[src/rtl/dac_pkg.sv]
// dac_pkg: shared types and constants for the PWM audio DAC driver
package dac_pkg;
  localparam int DAC_SAMPLE_W = 8;
  localparam int FULL_GAIN = 2**DAC_SAMPLE_W;
  typedef enum logic [1:0] {MUTED, RAMP_UP, PLAY, RAMP_DOWN} dac_state_t;
endpackage

[src/rtl/dac_pwm_driver_pwm_core.sv]
// pwm_core: free-running frame counter, frame pulse and duty compare for a registered PWM pin
module pwm_core #(
  parameter int W = 8
) (
  input  logic         clk,
  input  logic         rst_i,
  input  logic         load_i,
  input  logic [W-1:0] duty_i,
  output logic         boundary_o,
  output logic         pwm_o,
  output logic         frame_o
);
  logic [W-1:0] cnt_q, cnt_d, duty_q, duty_d;
  logic pwm_q, pwm_d, frame_q, frame_d;
  // Outputs are registered, so they are computed from the next-cycle counter and duty
  always_comb begin
    cnt_d = cnt_q + W'(1);
    duty_d = load_i ? duty_i : duty_q;
    pwm_d = cnt_d < duty_d;
    frame_d = cnt_d == '0;
  end
  always_ff @(posedge clk or posedge rst_i) begin
    if (rst_i) begin
      cnt_q <= '0;
      duty_q <= '0;
      pwm_q <= 1'b0;
      frame_q <= 1'b0;
    end else begin
      cnt_q <= cnt_d;
      duty_q <= duty_d;
      pwm_q <= pwm_d;
      frame_q <= frame_d;
    end
  end
  assign boundary_o = &cnt_q;
  assign pwm_o = pwm_q;
  assign frame_o = frame_q;
endmodule

[src/rtl/dac_pwm_driver.sv]
// dac_pwm_driver: soft-mute gain FSM and sample scaling feeding a single-pin PWM output
module dac_pwm_driver
  import dac_pkg::*;
#(
  parameter int SAMPLE_W = DAC_SAMPLE_W,
  parameter int RAMP_STEP = 4
) (
  input  logic                clk,
  input  logic                rst_i,
  input  logic                en_i,
  input  logic [SAMPLE_W-1:0] dacCount_i,
  output logic                pwm_o,
  output logic                frame_o,
  output logic                active_o
);
  localparam int GW = SAMPLE_W + 1;
  localparam int PW = 2 * SAMPLE_W + 1;
  localparam logic [GW-1:0] FULL = GW'(2**SAMPLE_W);
  localparam logic [GW-1:0] STEP = GW'(RAMP_STEP);
  dac_state_t state_q, state_d, st_n;
  logic [GW-1:0] gain_q, gain_d, gain_n, gain_up, gain_dn;
  logic [GW:0] up_sum;
  logic [SAMPLE_W-1:0] duty;
  logic active_q, active_d, boundary;
  // en_i redirects the ramp at once; the gain itself only moves on frame boundaries
  always_comb begin
    st_n = en_i ? ((state_q == MUTED || state_q == RAMP_DOWN) ? RAMP_UP : state_q)
                : ((state_q == RAMP_UP || state_q == PLAY) ? RAMP_DOWN : state_q);
    up_sum = {1'b0, gain_q} + {1'b0, STEP};
    gain_up = (up_sum >= {1'b0, FULL}) ? FULL : up_sum[GW-1:0];
    gain_dn = (gain_q > STEP) ? gain_q - STEP : '0;
    gain_n = st_n == RAMP_UP ? gain_up : st_n == RAMP_DOWN ? gain_dn : st_n == PLAY ? FULL : '0;
    gain_d = boundary ? gain_n : gain_q;
    state_d = !boundary ? st_n
            : (st_n == RAMP_UP && gain_n == FULL) ? PLAY
            : (st_n == RAMP_DOWN && gain_n == '0) ? MUTED : st_n;
    active_d = state_d != MUTED;
    duty = SAMPLE_W'((PW'(dacCount_i) * PW'(gain_n)) >> SAMPLE_W);
  end
  always_ff @(posedge clk or posedge rst_i) begin
    if (rst_i) begin
      state_q <= MUTED;
      gain_q <= '0;
      active_q <= 1'b0;
    end else begin
      state_q <= state_d;
      gain_q <= gain_d;
      active_q <= active_d;
    end
  end
  pwm_core #(.W(SAMPLE_W)) u_pwm (
    .clk       (clk),
    .rst_i     (rst_i),
    .load_i    (boundary),
    .duty_i    (duty),
    .boundary_o(boundary),
    .pwm_o     (pwm_o),
    .frame_o   (frame_o)
  );
  assign active_o = active_q;
endmodule

[config.mk]
export PLATFORM = sky130hd
export DESIGN_NAME = dac_pwm_driver
export DESIGN_NICKNAME = d
export VERILOG_FILES = /design/src/rtl/dac_pkg.sv /design/src/rtl/dac_pwm_driver_pwm_core.sv /design/src/rtl/dac_pwm_driver.sv
export SDC_FILE = /design/constraint.sdc
export NUM_CORES = 1
export LEC_CHECK = 0
export ABC_CLOCK_PERIOD_IN_PS = 8600
export CORE_AREA = 2 2 117 119
export CTS_CLUSTER_DIAMETER = 50
export DETAILED_ROUTE_END_ITERATION = 6
export DIE_AREA = 0 0 119 121
export GPL_TIMING_DRIVEN = 1
export PLACE_DENSITY = 0.55
export SLEW_MARGIN = 0
export SYNTH_ARGS = -nofsm -noshare
export SYNTH_HDL_FRONTEND = slang
export SYNTH_SLANG_ARGS = --single-unit
[constraint.sdc]
create_clock -name clk -period 8.6 [get_ports clk]
set_input_delay 1.72 -clock clk [delete_from_list [all_inputs] [get_ports clk]]
set_output_delay 1.72 -clock clk [all_outputs]
set_load 0.02 [all_outputs]
==> results.json, run 1 <==
{
  "wl_per_cell_um": 14.25,
  "ir_drop_mv": 0.07579,
  "clock_latency_ps": 280,
  "cp_common_cell": "fa_1",
  "synth_seq_cells": 30,
  "fin_area_um2": 4380,
  "ioPinCount": 14,
  "grt.met1_usage_pct": 18.08,
  "hold_slack_ps": 464.7,
  "leakagePower_nw": 2.214,
  "synth_area_leaders": "fa_1, dfrtp_1, ha_1",
  "fin_setup_tns_ps": 0,
  "pwr_density_cell_nw_per_um2": 164.9,
  "cts_max_level": 2,
  "drc": 0,
  "portBuffers": 13,
  "ant_nets": 0,
  "drv_cap": 0,
  "cp-end-kind": "flip-flop",
  "detailed_place_hpwl_um": 7212,
  "cts_root_buf": "clkbuf_16",
  "clockBufferDepth": 2,
  "diodes": 0,
  "start_util_pct": 29.48,
  "route.vias.total": 2996,
  "finalMaxSlewViolations": 0,
  "postCtsSetupBuffers": 0,
  "drive_gt1_share_pct": 6.181,
  "cts.reportedPaths.clkPinSlew_ps": 50,
  "totalWireLength_um": 8961,
  "syn_area_per_cell_um2": 8.909,
  "min_period_over_period_pct": 93.37,
  "async_reset_ff_share_pct": 100.0,
  "fin_skew_ps": 5.756,
  "ys.flop_type": "dfrtp_1",
  "die_w_um": 119,
  "power_mw": 0.7223,
  "die-height_um": 121,
  "area_delta_synth_final_pct": 13.56,
  "std_cell_rows": 42,
  "hold_class": "flip-flop to flip-flop",
  "setup_slack_ps": 569.9,
  "cts_inserted_buffers": 5,
  "yosysTopAreaCellShare_pct": 20.76,
  "cp_slowest_cell": "fa_1",
  "ctsHoldBuffers": 0,
  "post-place-ws_ps": 205.0,
  "post_synth_num_cell_types": 53,
  "synth_cells": 433,
  "ys_seq_area_share_pct": 19.46,
  "use_met3_pct": 1.739,
  "antenna_found_initial": 0,
  "grt_use_total_pct": 13.86,
  "cts_sinks": 30,
  "routed_via_density": 4.763,
  "mostFrequentLayoutCell": "inv_1",
  "cts_resized": 0,
  "status": "completed",
  "finalHoldViolCount": 0,
  "grt.overflow.total": 0,
  "synth_edf_count": 0,
  "period_needed_ps": 8030,
  "first_iter_violations": 106,
  "grt_setup_unrepaired": "no",
  "place_area_um2": 4227,
  "use_met2_pct": 24.75,
  "syn_nets": 527,
  "die_area_um2": 14400,
  "worstSetupPathType": "input port to flip-flop",
  "grt_max_degree": 31,
  "grt_pass1_vias": 3194,
  "worst_pin_slew_ps": 805.7,
  "cts_tree": "yes",
  "core-area_um2": 13090,
  "max_stage_delay_ps": 540,
  "slew_headroom_pct": 46.29,
  "fmax_mhz": 124.5,
  "grt_first_pass_wirelength_um": 15970,
  "top_usage_layer": "met2",
  "yosys.area.top_type": "fa_1",
  "final_cell_mix": "inv_1, nand2_1, ha_1",
  "required_ps": 8800,
  "synth_area_um2": 3857,
  "worst_setup_path_start_kind": "input port",
  "gp_congestion": 0.8391,
  "cp_max_fo": 8,
  "nets": 546,
  "cp.arrival_ps": 8230,
  "yosysWarningCount": 0,
  "first_pass_iters": 4,
  "finalSetupViolations": 0
}
[flip-flops by register name, summed over array words and instances (netlist names)]
name	flops
u_pwm.duty_q	8
state_q	2
u_pwm.frame_o	1
active_o	1
gain_q	9
u_pwm.pwm_o	1
u_pwm.cnt_q	8
[cells in the mapped netlist, types with 4 or more instances]
cell type	instances
nand3_1	15
a21oi_1	7
xnor2_1	8
inv_1	66
or3_1	4
a221oi_1	6
and3_1	15
xor2_1	8
dfrtp_1	30
mux2i_1	5
nand2b_1	4
o21ai_0	11
nor2_1	23
clkbuf_1	5
a21o_1	6
nand2_1	48
ha_1	43
nand4_1	4
nor3_1	7
fa_1	40
nor2b_1	8
and2_1	26
[per-layer routing]
layer / vias up / part of all wire (%)
met5: - / 0
met4: 0 / 0.70
met3: 8 / 2.3
met2: 37 / 52
met1: 1485 / 45
li1: 1466 / -
[kinds of logic (layout without fill, tap and decap cells)]
group	count (synthesis)	in the layout	synth area share [%]
flops	30	30	19.46
mux	7	7	1.881
fa+ha+maj	83	83	34.71
buf+inv	77	97	7.882
xor+xnor	16	16	3.633
compound gates	54	54	10.28
simple gates	166	166	22.15
[worst max-delay path: cells and delay by family]
family / cells / cell delay (ps)
AO/OA/AOI/OAI: 8 / 1220
AND/OR/NAND/NOR: 7 / 1850
adder cells (fa/ha/maj): 6 / 2590
multiplexers: 1 / 100
XOR/XNOR: 1 / 170
buffers and inverters: 2 / 570
[path summary, 6_finish.rpt]
kind	start	end	slack [ps]	cells after the start
setup / recovery	en_i	u_pwm.pwm_o	570	25
hold / removal	u_pwm.duty_q[6]	u_pwm.duty_q[6]	460	2
max in group asynchronous	rst_i	u_pwm.duty_q[6]	6470	3
hold reg to reg	u_pwm.duty_q[6]	u_pwm.duty_q[6]	460	2
setup reg to reg	gain_q[3]	u_pwm.pwm_o	1500	27
min in group asynchronous	rst_i	gain_q[4]	1840	3
[layout make-up]
cell class	instances	area, µm²
Tap cell	176	220.2
Fill cell	1355	8705
Clock inverter	1	5.005
Sequential cell	30	750.7
Clock buffer	7	142.6
Inverter	66	247.7
Multi-Input combinational cell	326	2809
Timing Repair Buffer	23	205.2
[report_power, final]
part / total, mW / internal [mW] / switching (mW)
combinational: 0.403 / 0.171 / 0.232
clock: 0.176 / 0.115 / 0.0613
sequential: 0.144 / 0.143 / 0.000721
[per-stage QoR]
| step | std cells | utilization, % |
|---|---|---|
| floorplan | 433 | - |
| global placement | 621 | 32.30 |
| detailed placement | 621 | 32.30 |
| CTS | 629 | 33.43 |
| global route | 629 | 33.48 |
| finish | 629 | 33.48 |
(Power assumes the default switching activity.)
==> run 2, diff against run 1 <==
--- a/config.mk
+++ b/config.mk
@@ -9,8 +9,10 @@
 export CORE_AREA = 2 2 117 119
 export CTS_CLUSTER_DIAMETER = 50
+export CTS_CLUSTER_SIZE = 28
 export DETAILED_ROUTE_END_ITERATION = 6
 export DIE_AREA = 0 0 119 121
 export GPL_TIMING_DRIVEN = 1
 export PLACE_DENSITY = 0.55
+export SETUP_SLACK_MARGIN = 0.1
 export SLEW_MARGIN = 0
 export SYNTH_ARGS = -nofsm -noshare
==> constraint.sdc (replaced) <==
create_clock -name clk -period 8.6 [get_ports clk]
set_input_delay 2.58 -clock clk [delete_from_list [all_inputs] [get_ports clk]]
set_output_delay 2.58 -clock clk [all_outputs]
set_load 0.02 [all_outputs]
==> run 2 against run 1 <==
Highest routed layer unchanged. Non-clock buffer count up 34. Sequential power about the same. Total power up 8.2%.
==> results.json, run 2 (synthesis gave the netlist of run 1 again) <==
{
  "clockBufferDepth": 2,
  "detailed_place_hpwl_um": 7567,
  "fin_skew_ps": 4.407,
  "grt_max_degree": 31,
  "top_register": "gain_q",
  "hold_path.startpoint": "u_pwm.duty_q[6]",
  "pwr_density_cell_nw_per_um2": 165.4,
  "fillerInstances": 1359,
  "drive_gt1_share_pct": 16.02,
  "r2r_slack_ps": 1550,
  "start_util_pct": 29.48,
  "die-height_um": 121,
  "cts_sinks": 30,
  "finalHoldViolCount": 0,
  "ctsHoldBuffers": 0,
  "place_area_um2": 4459,
  "worst_pin_slew_ps": 851.0,
  "ioPinCount": 14,
  "top_regs": "gain_q x9, u_pwm.cnt_q x8, u_pwm.duty_q x8",
  "ir_drop_mv": 0.09979,
  "cp-end-kind": "flip-flop",
  "die_area_um2": 14400,
  "gp_congestion": 0.8675,
  "cts_max_level": 2,
  "leakagePower_nw": 2.400,
  "hold_slack_ps": 477.6,
  "grt_first_pass_wirelength_um": 16010,
  "diodes": 0,
  "mostFrequentLayoutCell": "inv_1",
  "grt_setup_unrepaired": "no",
  "totalWireLength_um": 9283,
  "cts_tree": "yes",
  "cts_inserted_buffers": 5,
  "ant_nets": 0,
  "reg2reg_depth": 28,
  "instances_no_fill": 663,
  "grt.overflow.total": 0,
  "r2r-end": "u_pwm.pwm_o",
  "worstReg2RegStart": "gain_q[2]",
  "fmax_mhz": 121.5,
  "cts_root_buf": "clkbuf_16",
  "std_cell_rows": 42,
  "finalSetupViolations": 0,
  "routed_via_density": 4.741,
  "required_ps": 8790,
  "cts.reportedPaths.clkPinSlew_ps": 50,
  "grt_pass1_vias": 3448,
  "period_needed_ps": 8233,
  "area_delta_synth_final_pct": 22.51,
  "final_core_util_pct": 36.12,
  "finalMaxSlewViolations": 0,
  "core-area_um2": 13090,
  "cp.arrival_ps": 8430,
  "slew_headroom_pct": 43.26,
  "drv_cap": 0,
  "drc": 0,
  "antenna_found_initial": 0,
  "cp_max_fo": 6,
  "placedCellCount": 652,
  "holdPathStages": 2,
  "die_w_um": 119,
  "nets": 580,
  "hold_class": "flip-flop to flip-flop",
  "final_cell_mix": "inv_1, nand2_1, buf_4",
  "hold-path-endpoint": "u_pwm.duty_q[6]",
  "fin_area_um2": 4726,
  "route.vias.total": 3143,
  "worstSetupPathType": "input port to flip-flop",
  "status": "completed",
  "clock_latency_ps": 270,
  "grt_use_total_pct": 13.83,
  "portBuffers": 13,
  "wl_per_cell_um": 14.00,
  "largest_register_ffs": 9,
  "worst_setup_path_start_kind": "input port",
  "first_pass_iters": 4,
  "min_period_over_period_pct": 95.73,
  "first_iter_violations": 111
}
-- run 2: cell types whose count changed in the layout (fill, tap and decap cells not counted), moves of 2 or more --
cell      change
buf_4        +34
a221oi_1      -4
a21oi_1       -3
a221oi_2      +3
a21oi_2       +2
nor3_1        -2
nor3_2        +2
-- run 2: repair_timing --
item	4_1_cts	5_1_grt
pin swaps	1	5
gates resized for setup	9	17
setup endpoints to repair	1	1
setup buffers	1	2
-- run 2: worst max-delay path by stage --
stage	start	endpoint	slack, ps	cells after the start
after CTS	en_i	u_pwm.pwm_o	160	27
after global placement	en_i	u_pwm.pwm_o	-350	26
after detailed placement	en_i	u_pwm.pwm_o	-550	26
after floorplan	en_i	u_pwm.pwm_o	350	26
after global routing	en_i	u_pwm.pwm_o	90	27
final	en_i	u_pwm.pwm_o	370	27
-- run 2: per-stage QoR --
step	worst slack [ps]	setup TNS (ps)	total power, mW
floorplan	354.6	0	0.4566
global route	93.89	0	0.8658
finish	367.3	0	0.7817
CTS	157.4	0	0.7842
detailed placement	-551.6	-551.6	0.5965
global placement	-350.3	-350.3	0.5927
-- run 2: layout make-up --
| type | instances | area [µm²] | area share, % |
|---|---|---|---|
| clock buffers | 6 | 138.9 | 2.939 |
| clock inverters | 2 | 12.51 | 0.2648 |
| inverters | 66 | 247.7 | 5.242 |
| multi-input cells | 326 | 2898 | 61.32 |
| flip-flops and latches | 30 | 750.7 | 15.89 |
| well taps | 176 | 220.2 | 4.660 |
| repair buffers | 57 | 457.9 | 9.690 |
-- run 2: worst max-delay path: stages --
cell and delay, ps:
clkbuf_4 150, nand2_4 90, a21oi_4 50, buf_4 160, a221oi_2 290, o22ai_2 100
and2_1 180, fa_1 490, inv_1 50, fa_1 480, inv_1 60, fa_1 500
fa_1 490, ha_1 210, or4_1 490, a41o_1 270, o21ai_2 190, a21oi_4 100
nor3_2 180, xnor2_1 160, mux2i_1 120, ha_1 330, a21o_1 160, a21o_1 180
a21oi_2 140, nand2_1 70, o21ai_1 140
-- run 2: report_power, final --
| part | total (mW) | internal, mW | switching (mW) |
|---|---|---|---|
| Combinational | 0.460 | 0.219 | 0.241 |
| Sequential | 0.143 | 0.143 | 0.000636 |
| Clock | 0.178 | 0.114 | 0.0640 |
-- run 2: per-layer routing --
metal | wire [µm] | up-vias | GRT usage (%)
met5 | 0 | - | 0
met4 | 339 | 0 | 6.622
met3 | 267 | 23 | 2.820
met2 | 4652 | 42 | 23.92
met1 | 4024 | 1542 | 16.44
li1 | - | 1536 | -
